$ cat src/rtl/cpu_pkg.sv
// Shared definitions for the 4-bit CPU sequencer: widths, opcodes, ALU ops, FSM states.
package cpu_pkg;

    localparam int unsigned PC_W     = 8;
    localparam int unsigned DATA_W   = 4;
    localparam int unsigned INSTR_W  = 16;
    localparam int unsigned OP_W     = 4;
    localparam int unsigned ALU_OP_W = 2;

    // Opcodes live in IR[15:12]
    localparam logic [OP_W-1:0] OP_NOP  = 4'h0;
    localparam logic [OP_W-1:0] OP_ADD  = 4'h1;
    localparam logic [OP_W-1:0] OP_LDA  = 4'h2;
    localparam logic [OP_W-1:0] OP_SUB  = 4'h3;
    localparam logic [OP_W-1:0] OP_AND  = 4'h4;
    localparam logic [OP_W-1:0] OP_JMP  = 4'h5;
    localparam logic [OP_W-1:0] OP_LDB  = 4'h6;
    localparam logic [OP_W-1:0] OP_JZ   = 4'h7;
    localparam logic [OP_W-1:0] OP_HALT = 4'hF;

    localparam logic [ALU_OP_W-1:0] ALU_ADD = 2'b00;
    localparam logic [ALU_OP_W-1:0] ALU_SUB = 2'b01;
    localparam logic [ALU_OP_W-1:0] ALU_AND = 2'b10;

    typedef enum logic [2:0] {
        S_IDLE   = 3'd0,
        S_FETCH  = 3'd1,
        S_DECODE = 3'd2,
        S_EXEC   = 3'd3,
        S_HALT   = 3'd4
    } state_e;

endpackage

$ cat src/rtl/cpu_sequencer_if.sv
// Instruction-memory handshake and ALU operand/result bus of the sequencer.
// master: sequencer side (drives imem_req/imem_addr and ALU operands)
// slave : memory + ALU side (drives imem_ack/imem_data and alu_result)
interface cpu_sequencer_if;
    import cpu_pkg::*;

    logic                imem_req;
    logic [PC_W-1:0]     imem_addr;
    logic                imem_ack;
    logic [INSTR_W-1:0]  imem_data;
    logic [ALU_OP_W-1:0] alu_op;
    logic [DATA_W-1:0]   alu_a;
    logic [DATA_W-1:0]   alu_b;
    logic [DATA_W-1:0]   alu_result;

    modport master (
        output imem_req, imem_addr, alu_op, alu_a, alu_b,
        input  imem_ack, imem_data, alu_result
    );

    modport slave (
        input  imem_req, imem_addr, alu_op, alu_a, alu_b,
        output imem_ack, imem_data, alu_result
    );

endinterface

$ cat src/rtl/cpu_sequencer_instr_decoder.sv
// Combinational opcode decoder.
// opcode_i      : IR[15:12]
// alu_op_o      : ALU operation for EXEC
// is_*_o        : instruction class flags
// illegal_o     : opcode is not defined (executes as NOP)
module instr_decoder
    import cpu_pkg::*;
(
    input  logic [OP_W-1:0]     opcode_i,
    output logic [ALU_OP_W-1:0] alu_op_o,
    output logic                is_alu_o,
    output logic                is_load_a_o,
    output logic                is_load_b_o,
    output logic                is_jmp_o,
    output logic                is_jz_o,
    output logic                is_halt_o,
    output logic                illegal_o
);

    always_comb begin
        alu_op_o    = ALU_ADD;
        is_alu_o    = 1'b0;
        is_load_a_o = 1'b0;
        is_load_b_o = 1'b0;
        is_jmp_o    = 1'b0;
        is_jz_o     = 1'b0;
        is_halt_o   = 1'b0;
        illegal_o   = 1'b0;
        case (opcode_i)
            OP_NOP:  begin end
            OP_ADD:  begin is_alu_o = 1'b1; alu_op_o = ALU_ADD; end
            OP_SUB:  begin is_alu_o = 1'b1; alu_op_o = ALU_SUB; end
            OP_AND:  begin is_alu_o = 1'b1; alu_op_o = ALU_AND; end
            OP_LDA:  is_load_a_o = 1'b1;
            OP_LDB:  is_load_b_o = 1'b1;
            OP_JMP:  is_jmp_o    = 1'b1;
            OP_JZ:   is_jz_o     = 1'b1;
            OP_HALT: is_halt_o   = 1'b1;
            default: illegal_o   = 1'b1;
        endcase
    end

endmodule

$ cat src/rtl/cpu_sequencer.sv
// FETCH/DECODE/EXEC control sequencer for the 4-bit CPU datapath.
// clk, reset (async, active-low), start (leave IDLE/HALT)
// bus     : instruction fetch handshake + external ALU operands/result
// pc_out, acc_out, zero : architectural state
// halted, busy, ill_op  : status (ill_op pulses for the DECODE cycle of an undefined opcode)
module cpu_sequencer
    import cpu_pkg::*;
#(
    parameter logic [DATA_W-1:0] RESET_A = 4'b0100,
    parameter logic [DATA_W-1:0] RESET_B = 4'b0001
) (
    input  logic              clk,
    input  logic              reset,
    input  logic              start,
    cpu_sequencer_if.master   bus,
    output logic [PC_W-1:0]   pc_out,
    output logic [DATA_W-1:0] acc_out,
    output logic              zero,
    output logic              halted,
    output logic              busy,
    output logic              ill_op
);

    state_e               state_q, state_d;
    logic [PC_W-1:0]      pc_q, pc_d;
    logic [INSTR_W-1:0]   ir_q, ir_d;
    logic [DATA_W-1:0]    a_q, a_d, b_q, b_d, acc_q, acc_d;
    logic                 z_q, z_d;

    logic [ALU_OP_W-1:0]  dec_alu_op;
    logic                 dec_alu, dec_lda, dec_ldb, dec_jmp, dec_jz, dec_halt, dec_ill;
    logic [ALU_OP_W-1:0]  alu_op_c;
    logic [DATA_W-1:0]    alu_a_c, alu_b_c;
    logic                 unused_ir_bits;

    // IR[11:8] carries no information for any instruction
    assign unused_ir_bits = ^ir_q[11:8];

    instr_decoder u_dec (
        .opcode_i    (ir_q[15:12]),
        .alu_op_o    (dec_alu_op),
        .is_alu_o    (dec_alu),
        .is_load_a_o (dec_lda),
        .is_load_b_o (dec_ldb),
        .is_jmp_o    (dec_jmp),
        .is_jz_o     (dec_jz),
        .is_halt_o   (dec_halt),
        .illegal_o   (dec_ill)
    );

    // State and architectural registers
    always_ff @(posedge clk or negedge reset) begin
        if (!reset) begin
            state_q <= S_IDLE;
            pc_q    <= '0;
            ir_q    <= '0;
            a_q     <= RESET_A;
            b_q     <= RESET_B;
            acc_q   <= '0;
            z_q     <= 1'b0;
        end else begin
            state_q <= state_d;
            pc_q    <= pc_d;
            ir_q    <= ir_d;
            a_q     <= a_d;
            b_q     <= b_d;
            acc_q   <= acc_d;
            z_q     <= z_d;
        end
    end

    // Next state, register updates and EXEC-only ALU drive
    always_comb begin
        state_d  = state_q;
        pc_d     = pc_q;
        ir_d     = ir_q;
        a_d      = a_q;
        b_d      = b_q;
        acc_d    = acc_q;
        z_d      = z_q;
        alu_op_c = '0;
        alu_a_c  = '0;
        alu_b_c  = '0;
        case (state_q)
            S_IDLE, S_HALT: begin
                if (start) state_d = S_FETCH;
            end
            S_FETCH: begin
                if (bus.imem_ack) begin
                    ir_d    = bus.imem_data;
                    state_d = S_DECODE;
                end
            end
            S_DECODE: begin
                state_d = S_FETCH;
                pc_d    = pc_q + PC_W'(1);
                if (dec_alu) begin
                    // PC advances on writeback in EXEC
                    state_d = S_EXEC;
                    pc_d    = pc_q;
                end else if (dec_halt) begin
                    state_d = S_HALT;
                end else if (dec_jmp || (dec_jz && z_q)) begin
                    pc_d = ir_q[PC_W-1:0];
                end
                if (dec_lda) a_d = ir_q[DATA_W-1:0];
                if (dec_ldb) b_d = ir_q[DATA_W-1:0];
            end
            S_EXEC: begin
                alu_op_c = dec_alu_op;
                alu_a_c  = (dec_alu_op == ALU_ADD) ? a_q : acc_q;
                alu_b_c  = b_q;
                acc_d    = bus.alu_result;
                z_d      = (bus.alu_result == '0);
                pc_d     = pc_q + PC_W'(1);
                state_d  = S_FETCH;
            end
            default: state_d = S_IDLE;
        endcase
    end

    // Outputs decoded from registered state only
    assign bus.imem_req  = (state_q == S_FETCH);
    assign bus.imem_addr = pc_q;
    assign bus.alu_op    = alu_op_c;
    assign bus.alu_a     = alu_a_c;
    assign bus.alu_b     = alu_b_c;
    assign pc_out        = pc_q;
    assign acc_out       = acc_q;
    assign zero          = z_q;
    assign halted        = (state_q == S_HALT);
    assign busy          = (state_q == S_FETCH) || (state_q == S_DECODE) || (state_q == S_EXEC);
    assign ill_op        = (state_q == S_DECODE) && dec_ill;

endmodule

$ cat src/flat_wrapper.sv
// flat-port wrapper written by rule: the top's interface ports become plain ports
module cpu_sequencer_flat import cpu_pkg::*;
#(
    parameter logic [DATA_W-1:0] RESET_A = 4'b0100,
    parameter logic [DATA_W-1:0] RESET_B = 4'b0001
)
  (clk, reset, start, pc_out, acc_out, zero, halted, busy, ill_op, bus_imem_req, bus_imem_addr, bus_alu_op, bus_alu_a, bus_alu_b, bus_imem_ack, bus_imem_data, bus_alu_result);
  cpu_sequencer_if bus_i ();
  input  logic clk;
  input  logic reset;
  input  logic start;
  output logic [PC_W-1:0] pc_out;
  output logic [DATA_W-1:0] acc_out;
  output logic zero;
  output logic halted;
  output logic busy;
  output logic ill_op;
  output wire logic [$bits(bus_i.imem_req)-1:0] bus_imem_req;
  output wire logic [$bits(bus_i.imem_addr)-1:0] bus_imem_addr;
  output wire logic [$bits(bus_i.alu_op)-1:0] bus_alu_op;
  output wire logic [$bits(bus_i.alu_a)-1:0] bus_alu_a;
  output wire logic [$bits(bus_i.alu_b)-1:0] bus_alu_b;
  input wire logic [$bits(bus_i.imem_ack)-1:0] bus_imem_ack;
  input wire logic [$bits(bus_i.imem_data)-1:0] bus_imem_data;
  input wire logic [$bits(bus_i.alu_result)-1:0] bus_alu_result;
  assign bus_imem_req = bus_i.imem_req;
  assign bus_imem_addr = bus_i.imem_addr;
  assign bus_alu_op = bus_i.alu_op;
  assign bus_alu_a = bus_i.alu_a;
  assign bus_alu_b = bus_i.alu_b;
  assign bus_i.imem_ack = bus_imem_ack;
  assign bus_i.imem_data = bus_imem_data;
  assign bus_i.alu_result = bus_alu_result;
  cpu_sequencer #(.RESET_A(RESET_A), .RESET_B(RESET_B)) u_core (.clk(clk), .reset(reset), .start(start), .bus(bus_i), .pc_out(pc_out), .acc_out(acc_out), .zero(zero), .halted(halted), .busy(busy), .ill_op(ill_op));
endmodule
$ cat config.mk
export PLATFORM = sky130hd
export DESIGN_NAME = cpu_sequencer_flat
export DESIGN_NICKNAME = d
export VERILOG_FILES = /design/src/rtl/cpu_pkg.sv /design/src/rtl/cpu_sequencer_if.sv /design/src/rtl/cpu_sequencer_instr_decoder.sv /design/src/rtl/cpu_sequencer.sv /design/src/flat_wrapper.sv
export SDC_FILE = /design/constraint.sdc
export NUM_CORES = 1
export LEC_CHECK = 0
export CORE_MARGIN = 1.5
export CORE_UTILIZATION = 47
export DETAILED_ROUTE_END_ITERATION = 10
export PLACE_DENSITY = 0.92
export SLEW_MARGIN = 20
export SYNTH_ARGS = -nofsm -noshare
export SYNTH_HDL_FRONTEND = slang
export SYNTH_SLANG_ARGS = --single-unit
$ cat constraint.sdc
create_clock -name clk -period 2.4 [get_ports clk]
set_input_delay 0.72 -clock clk [delete_from_list [all_inputs] [get_ports clk]]
set_output_delay 0.72 -clock clk [all_outputs]
set_load 0.01 [all_outputs]
==> impl_results.html <==
<table>
<tr><th>Metric</th><th>Value</th></tr>
<tr><th colspan="2">Setup path</th></tr>
<tr><td>Launching point of the worst reg2reg path</td><td>u_core.ir_q[14]$_DFFE_PN0P_</td></tr>
<tr><td>Crit-path max FO</td><td>3</td></tr>
<tr><td>Worst Setup Start Kind</td><td>flop</td></tr>
<tr><td>Data arrival time of the worst path</td><td>1.79 ns</td></tr>
<tr><td>Capture point of the worst reg-to-reg path</td><td>u_core.bus.imem_addr[1]$_DFFE_PN0P_</td></tr>
<tr><td>Kind of capture point of the worst setup path</td><td>output pin</td></tr>
<tr><td>Worst Path Class, Setup</td><td>reg2out</td></tr>
<tr><td>Register-to-register setup slack</td><td>0.65 ns</td></tr>
<tr><td>Worst-case reg-to-reg path depth</td><td>6</td></tr>
<tr><td>Required time reported for the critical path endpoint</td><td>~1.7 ns</td></tr>
<tr><td>Critical path startpoint</td><td>u_core.ir_q[13]$_DFFE_PN0P_</td></tr>
<tr><th colspan="2">Routing</th></tr>
<tr><td>Initial drt markers</td><td>104</td></tr>
<tr><td>DR DRC count</td><td>0</td></tr>
<tr><td>Number of nets with antenna violations after detailed routing</td><td>0</td></tr>
<tr><td>Via-to-Cell Ratio</td><td>5.32</td></tr>
<tr><td>Total number of vias</td><td>1585</td></tr>
<tr><td>Average wire length per cell after detail routing</td><td>14.5 um</td></tr>
<tr><td>Total iterations of the first detailed-routing run</td><td>4</td></tr>
<tr><td>Detailed-route wire length</td><td>4320 um</td></tr>
<tr><th colspan="2">Floorplanning</th></tr>
<tr><td>Core area</td><td>0.00400 mm^2</td></tr>
<tr><td>Cell row count</td><td>23</td></tr>
<tr><td>Full die area</td><td>0.00458 mm^2</td></tr>
<tr><td>Top Ports</td><td>59</td></tr>
<tr><td>Floorplan die width</td><td>around 68 um</td></tr>
<tr><td>Die span in y</td><td>about 68 um</td></tr>
<tr><td>Starting density of the core</td><td>49.2%</td></tr>
<tr><th colspan="2">Final layout</th></tr>
<tr><td>Antenna diode count</td><td>0</td></tr>
<tr><td>Footprint of the flip-flops and latches</td><td>a little over 900 um^2</td></tr>
<tr><td>Fillers</td><td>298</td></tr>
<tr><td>Final core occ</td><td>roughly two thirds</td></tr>
<tr><td>Layout cells sized above 1</td><td>27.8%</td></tr>
<tr><td>Multi-input combinational cell area</td><td>946 um^2</td></tr>
<tr><td>Nets</td><td>272</td></tr>
<tr><td>Non-filler instance count after layout</td><td>298</td></tr>
<tr><td>Layout overhead on the synthesized area</td><td>36.7%</td></tr>
<tr><th colspan="2">Synth</th></tr>
<tr><td>Post-Syn Area</td><td>0.00197 mm^2</td></tr>
<tr><td>Cells after synthesis</td><td>180</td></tr>
<tr><td>Mean post-synth cell area</td><td>about 11 um^2</td></tr>
<tr><td>Sequential-to-total area share from yosys stat</td><td>between 40 and 50%</td></tr>
<tr><td>Primary flip-flop cell chosen by synthesis mapping</td><td>sky130_fd_sc_hd__dfrtp_1</td></tr>
<tr><td>Post-synth net total</td><td>205</td></tr>
<tr><td>Number of synthesized register bits</td><td>36</td></tr>
<tr><td>Share of synthesized registers carrying an async set or reset</td><td>100%</td></tr>
<tr><td>Number of distinct library cell variants in the gate-level netlist after synthesis</td><td>45</td></tr>
<tr><td>Total number of yosys warnings</td><td>0</td></tr>
<tr><td>Number of flops mapped to enable cells by yosys</td><td>0</td></tr>
<tr><th colspan="2">Global routing</th></tr>
<tr><td>Total GRT Usage</td><td>around a fifth</td></tr>
<tr><td>Vias in the first global route</td><td>1495</td></tr>
<tr><td>Aggregate global routing overflow</td><td>0</td></tr>
<tr><td>Pin count of the biggest net entering global routing</td><td>37</td></tr>
<tr><td>First-pass GRT wire length</td><td>7130 um</td></tr>
<tr><td>Initial antenna violation count</td><td>0</td></tr>
<tr><th colspan="2">Clock network</th></tr>
<tr><td>Clock latency on the worst-skew pair</td><td>0.29 ns</td></tr>
<tr><td>CTS clock-pin slew for the worst setup and hold paths</td><td>roughly 0.07 ns</td></tr>
<tr><td>Maximum level of the CTS H-tree</td><td>2</td></tr>
<tr><td>Number of sinks handled by clock tree synthesis</td><td>36</td></tr>
<tr><td>TritonCTS clock tree</td><td>done</td></tr>
<tr><td>Number of clock buffers inserted by TritonCTS</td><td>5</td></tr>
<tr><td>Buffer type at the clock tree root</td><td>sky130_fd_sc_hd__clkbuf_8</td></tr>
<tr><td>Worst-case clock buffer depth</td><td>2</td></tr>
<tr><th colspan="2">Place</th></tr>
<tr><td>Placer Congestion</td><td>0.846</td></tr>
<tr><td>Half-perimeter wire length after placement</td><td>3050 um</td></tr>
<tr><td>Cell count after placement</td><td>286</td></tr>
<tr><td>Port Buf Inserts</td><td>54</td></tr>
<tr><td>Placement-stage worst setup slack</td><td>-0.0868 ns</td></tr>
<tr><th colspan="2">STA</th></tr>
<tr><td>Transition time at the pin with the least slew margin</td><td>between 0.4 and 0.5 ns</td></tr>
<tr><td>Unrepaired setup endpoints after global routing</td><td>true</td></tr>
<tr><td>Headroom to the max-slew limit</td><td>69.7%</td></tr>
<tr><td>Post-route minimum period</td><td>2.51 ns</td></tr>
<tr><td>Count of final max-slew check failures</td><td>0</td></tr>
<tr><td>Period utilisation layout</td><td>105%</td></tr>
<tr><td>Worst clock skew on the final layout</td><td>a little over 0.009 ns</td></tr>
<tr><td>Max frequency</td><td>~0.4 GHz</td></tr>
<tr><td>Minimum setup slack in the final design</td><td>-0.110 ns</td></tr>
<tr><td>Setup tns final</td><td>-0.426 ns</td></tr>
<tr><td>Fin. Hold Viols</td><td>0</td></tr>
<tr><td>Total setup violations reported at the end of the flow</td><td>4</td></tr>
<tr><th colspan="2">Run status</th></tr>
<tr><td>Violations in the final reports</td><td>setup timing</td></tr>
<tr><td>Run status</td><td>complete, but fails checks</td></tr>
<tr><th colspan="2">Power and ir drop</th></tr>
<tr><td>Peak ir drop on the vdd network</td><td>~0.65 mV</td></tr>
<tr><td>Leak pwr</td><td>about 1.2 nW</td></tr>
<tr><td>Power density cells</td><td>1250 mW/mm^2</td></tr>
<tr><td>Overall power of the completed layout</td><td>about 3.4 mW</td></tr>
<tr><th colspan="2">Hold path</th></tr>
<tr><td>Hold WC Path Type</td><td>reg2reg</td></tr>
<tr><td>Number of instances on the worst hold path</td><td>1</td></tr>
<tr><td>Hold Startpoint</td><td>u_core.b_q[3]$_DFFE_PN0P_</td></tr>
<tr><td>Hold Path End</td><td>u_core.b_q[3]$_DFFE_PN0P_</td></tr>
<tr><th colspan="2">Job</th></tr>
<tr><td>Max capacitance violation total</td><td>0</td></tr>
</table>
-- per-layer routing --
| metal | track usage (%) | part of all wire, % |
|---|---|---|
| met3 | 5.00 | 4.6 |
| met4 | 7.14 | 1.3 |
| met2 | 34.4 | 49 |
| met5 | 0 | 0 |
| met1 | 27.6 | 45 |
-- state kept, by name (all words and copies together) (netlist names) --
| register | cells |
|---|---|
| u_core.a_q | 4 |
| u_core.b_q | 4 |
| u_core.ir_q | 12 |
| u_core.state_q | 3 |
| u_core.zero | 1 |
| u_core.acc_out | 4 |
| u_core.bus.imem_addr | 8 |
-- area by class of cell --
cell class / instances / area share [%]
Inverter: 1 / 0.140
Clock inverter: 2 / 0.372
Timing Repair Buffer: 75 / 25.3
Sequential cell: 36 / 33.6
Clock buffer: 6 / 3.07
Multi-Input combinational cell: 128 / 35.2
Tap cell: 50 / 2.33
-- logic make-up after synthesis --
kind of cell	after synthesis	share of synthesized area, %
compound gates	20	8.52
mux	32	18.1
flops	36	45.9
buf+inv	16	6.17
fa+ha+maj	1	0.636
simple gates	75	20.7
-- per-stage QoR --
stage / cell area, um^2 / hold WS (ns)
3_3_place_gp: 2580 / 0.479
3_5_place_dp: 2580 / 0.488
2_1_floorplan: 1970 / 0.424
6_report: 2690 / 0.498
4_1_cts: 2700 / 0.501
5_1_grt: 2690 / 0.525
-- how the worst max path moves through the flow --
stage | end | slack, ns | depth (start not counted)
floorplan | bus_alu_a[0] | 0.36 | 4
global route | bus_alu_a[2] | -0.18 | 6
CTS | bus_alu_a[1] | -0.15 | 7
detailed placement | bus_alu_a[2] | -0.09 | 5
global placement | bus_alu_a[3] | -0.07 | 5
finish | bus_alu_a[3] | -0.11 | 6
-- worst max-delay path, stage by stage (launching register included) --
cell and delay (ns):
sky130_fd_sc_hd__dfrtp_1 0.38, sky130_fd_sc_hd__or3b_4 0.42, sky130_fd_sc_hd__a21oi_4 0.22, sky130_fd_sc_hd__buf_6 0.13, sky130_fd_sc_hd__mux2i_1 0.17, sky130_fd_sc_hd__nor2_1 0.05
sky130_fd_sc_hd__buf_2 0.13
-- synthesized netlist by cell type, types with 2 or more instances --
master                      number  area share [%]
sky130_fd_sc_hd__a211oi_1        3             1.1
sky130_fd_sc_hd__mux2_4          2             1.5
sky130_fd_sc_hd__nand2_1        23             4.4
sky130_fd_sc_hd__o21ai_0         3            0.76
sky130_fd_sc_hd__dfrtp_1        34              43
sky130_fd_sc_hd__and2_1          5             1.6
sky130_fd_sc_hd__nand2b_1        3            0.95
sky130_fd_sc_hd__mux2i_1         9             4.6
sky130_fd_sc_hd__or4_1           2            0.76
sky130_fd_sc_hd__buf_6           3             1.7
sky130_fd_sc_hd__nor2_1         14             2.7
sky130_fd_sc_hd__buf_4           9             3.4
sky130_fd_sc_hd__a2bb2oi_1       5             2.2
sky130_fd_sc_hd__nand3_1         7             1.8
sky130_fd_sc_hd__mux2_1          2             1.1
sky130_fd_sc_hd__a31oi_1         2            0.64
sky130_fd_sc_hd__and3_1          3            0.95
sky130_fd_sc_hd__nor3_1          5             1.3
sky130_fd_sc_hd__dfstp_2         2             2.7
sky130_fd_sc_hd__mux2_2         19              11
-- where the power goes --
part / leakage [nW] / internal, mW / switching [mW] / total, mW
sequential: 0.437 / 0.882 / 0.284 / 1.17
clock: 0.0510 / 0.229 / 0.215 / 0.444
combinational: 0.720 / 1.01 / 0.731 / 1.74
-- placed cells by master (no fill, tap or decap), drive strengths merged --
cell	n
inv	1
clkdlybuf4s50	42
ha	1
a21oi	2
nor2	15
a211oi	3
and3	4
nand4	1
clkbuf	7
a22o	1
or4	2
clkinv	2
nand4b	1
or2b	1
a211o	1
mux2	23
clkdlybuf4s15	3
a32oi	1
nor2b	1
buf	25
a21boi	1
a31oi	2
and2b	1
nor3	5
and4	1
a2bb2oi	5
dlygate4sd2	4
o21ai	3
or3b	1
dfrtp	34
and2	5
and3b	1
a22oi	1
nand3b	2
nand2b	3
nand3	8
nand2	23
mux2i	9
dfstp	2
-- what timing repair did --
| item | CTS | global route |
|---|---|---|
| gates resized for setup | 32 | 4 |
| hold buffers | 0 | 0 |
| pin swaps | 2 | 3 |
| endpoints found under the setup margin | 12 | 8 |
| setup buffers | 5 | 0 |
No activity file was read; power rests on OpenSTA's default activity.
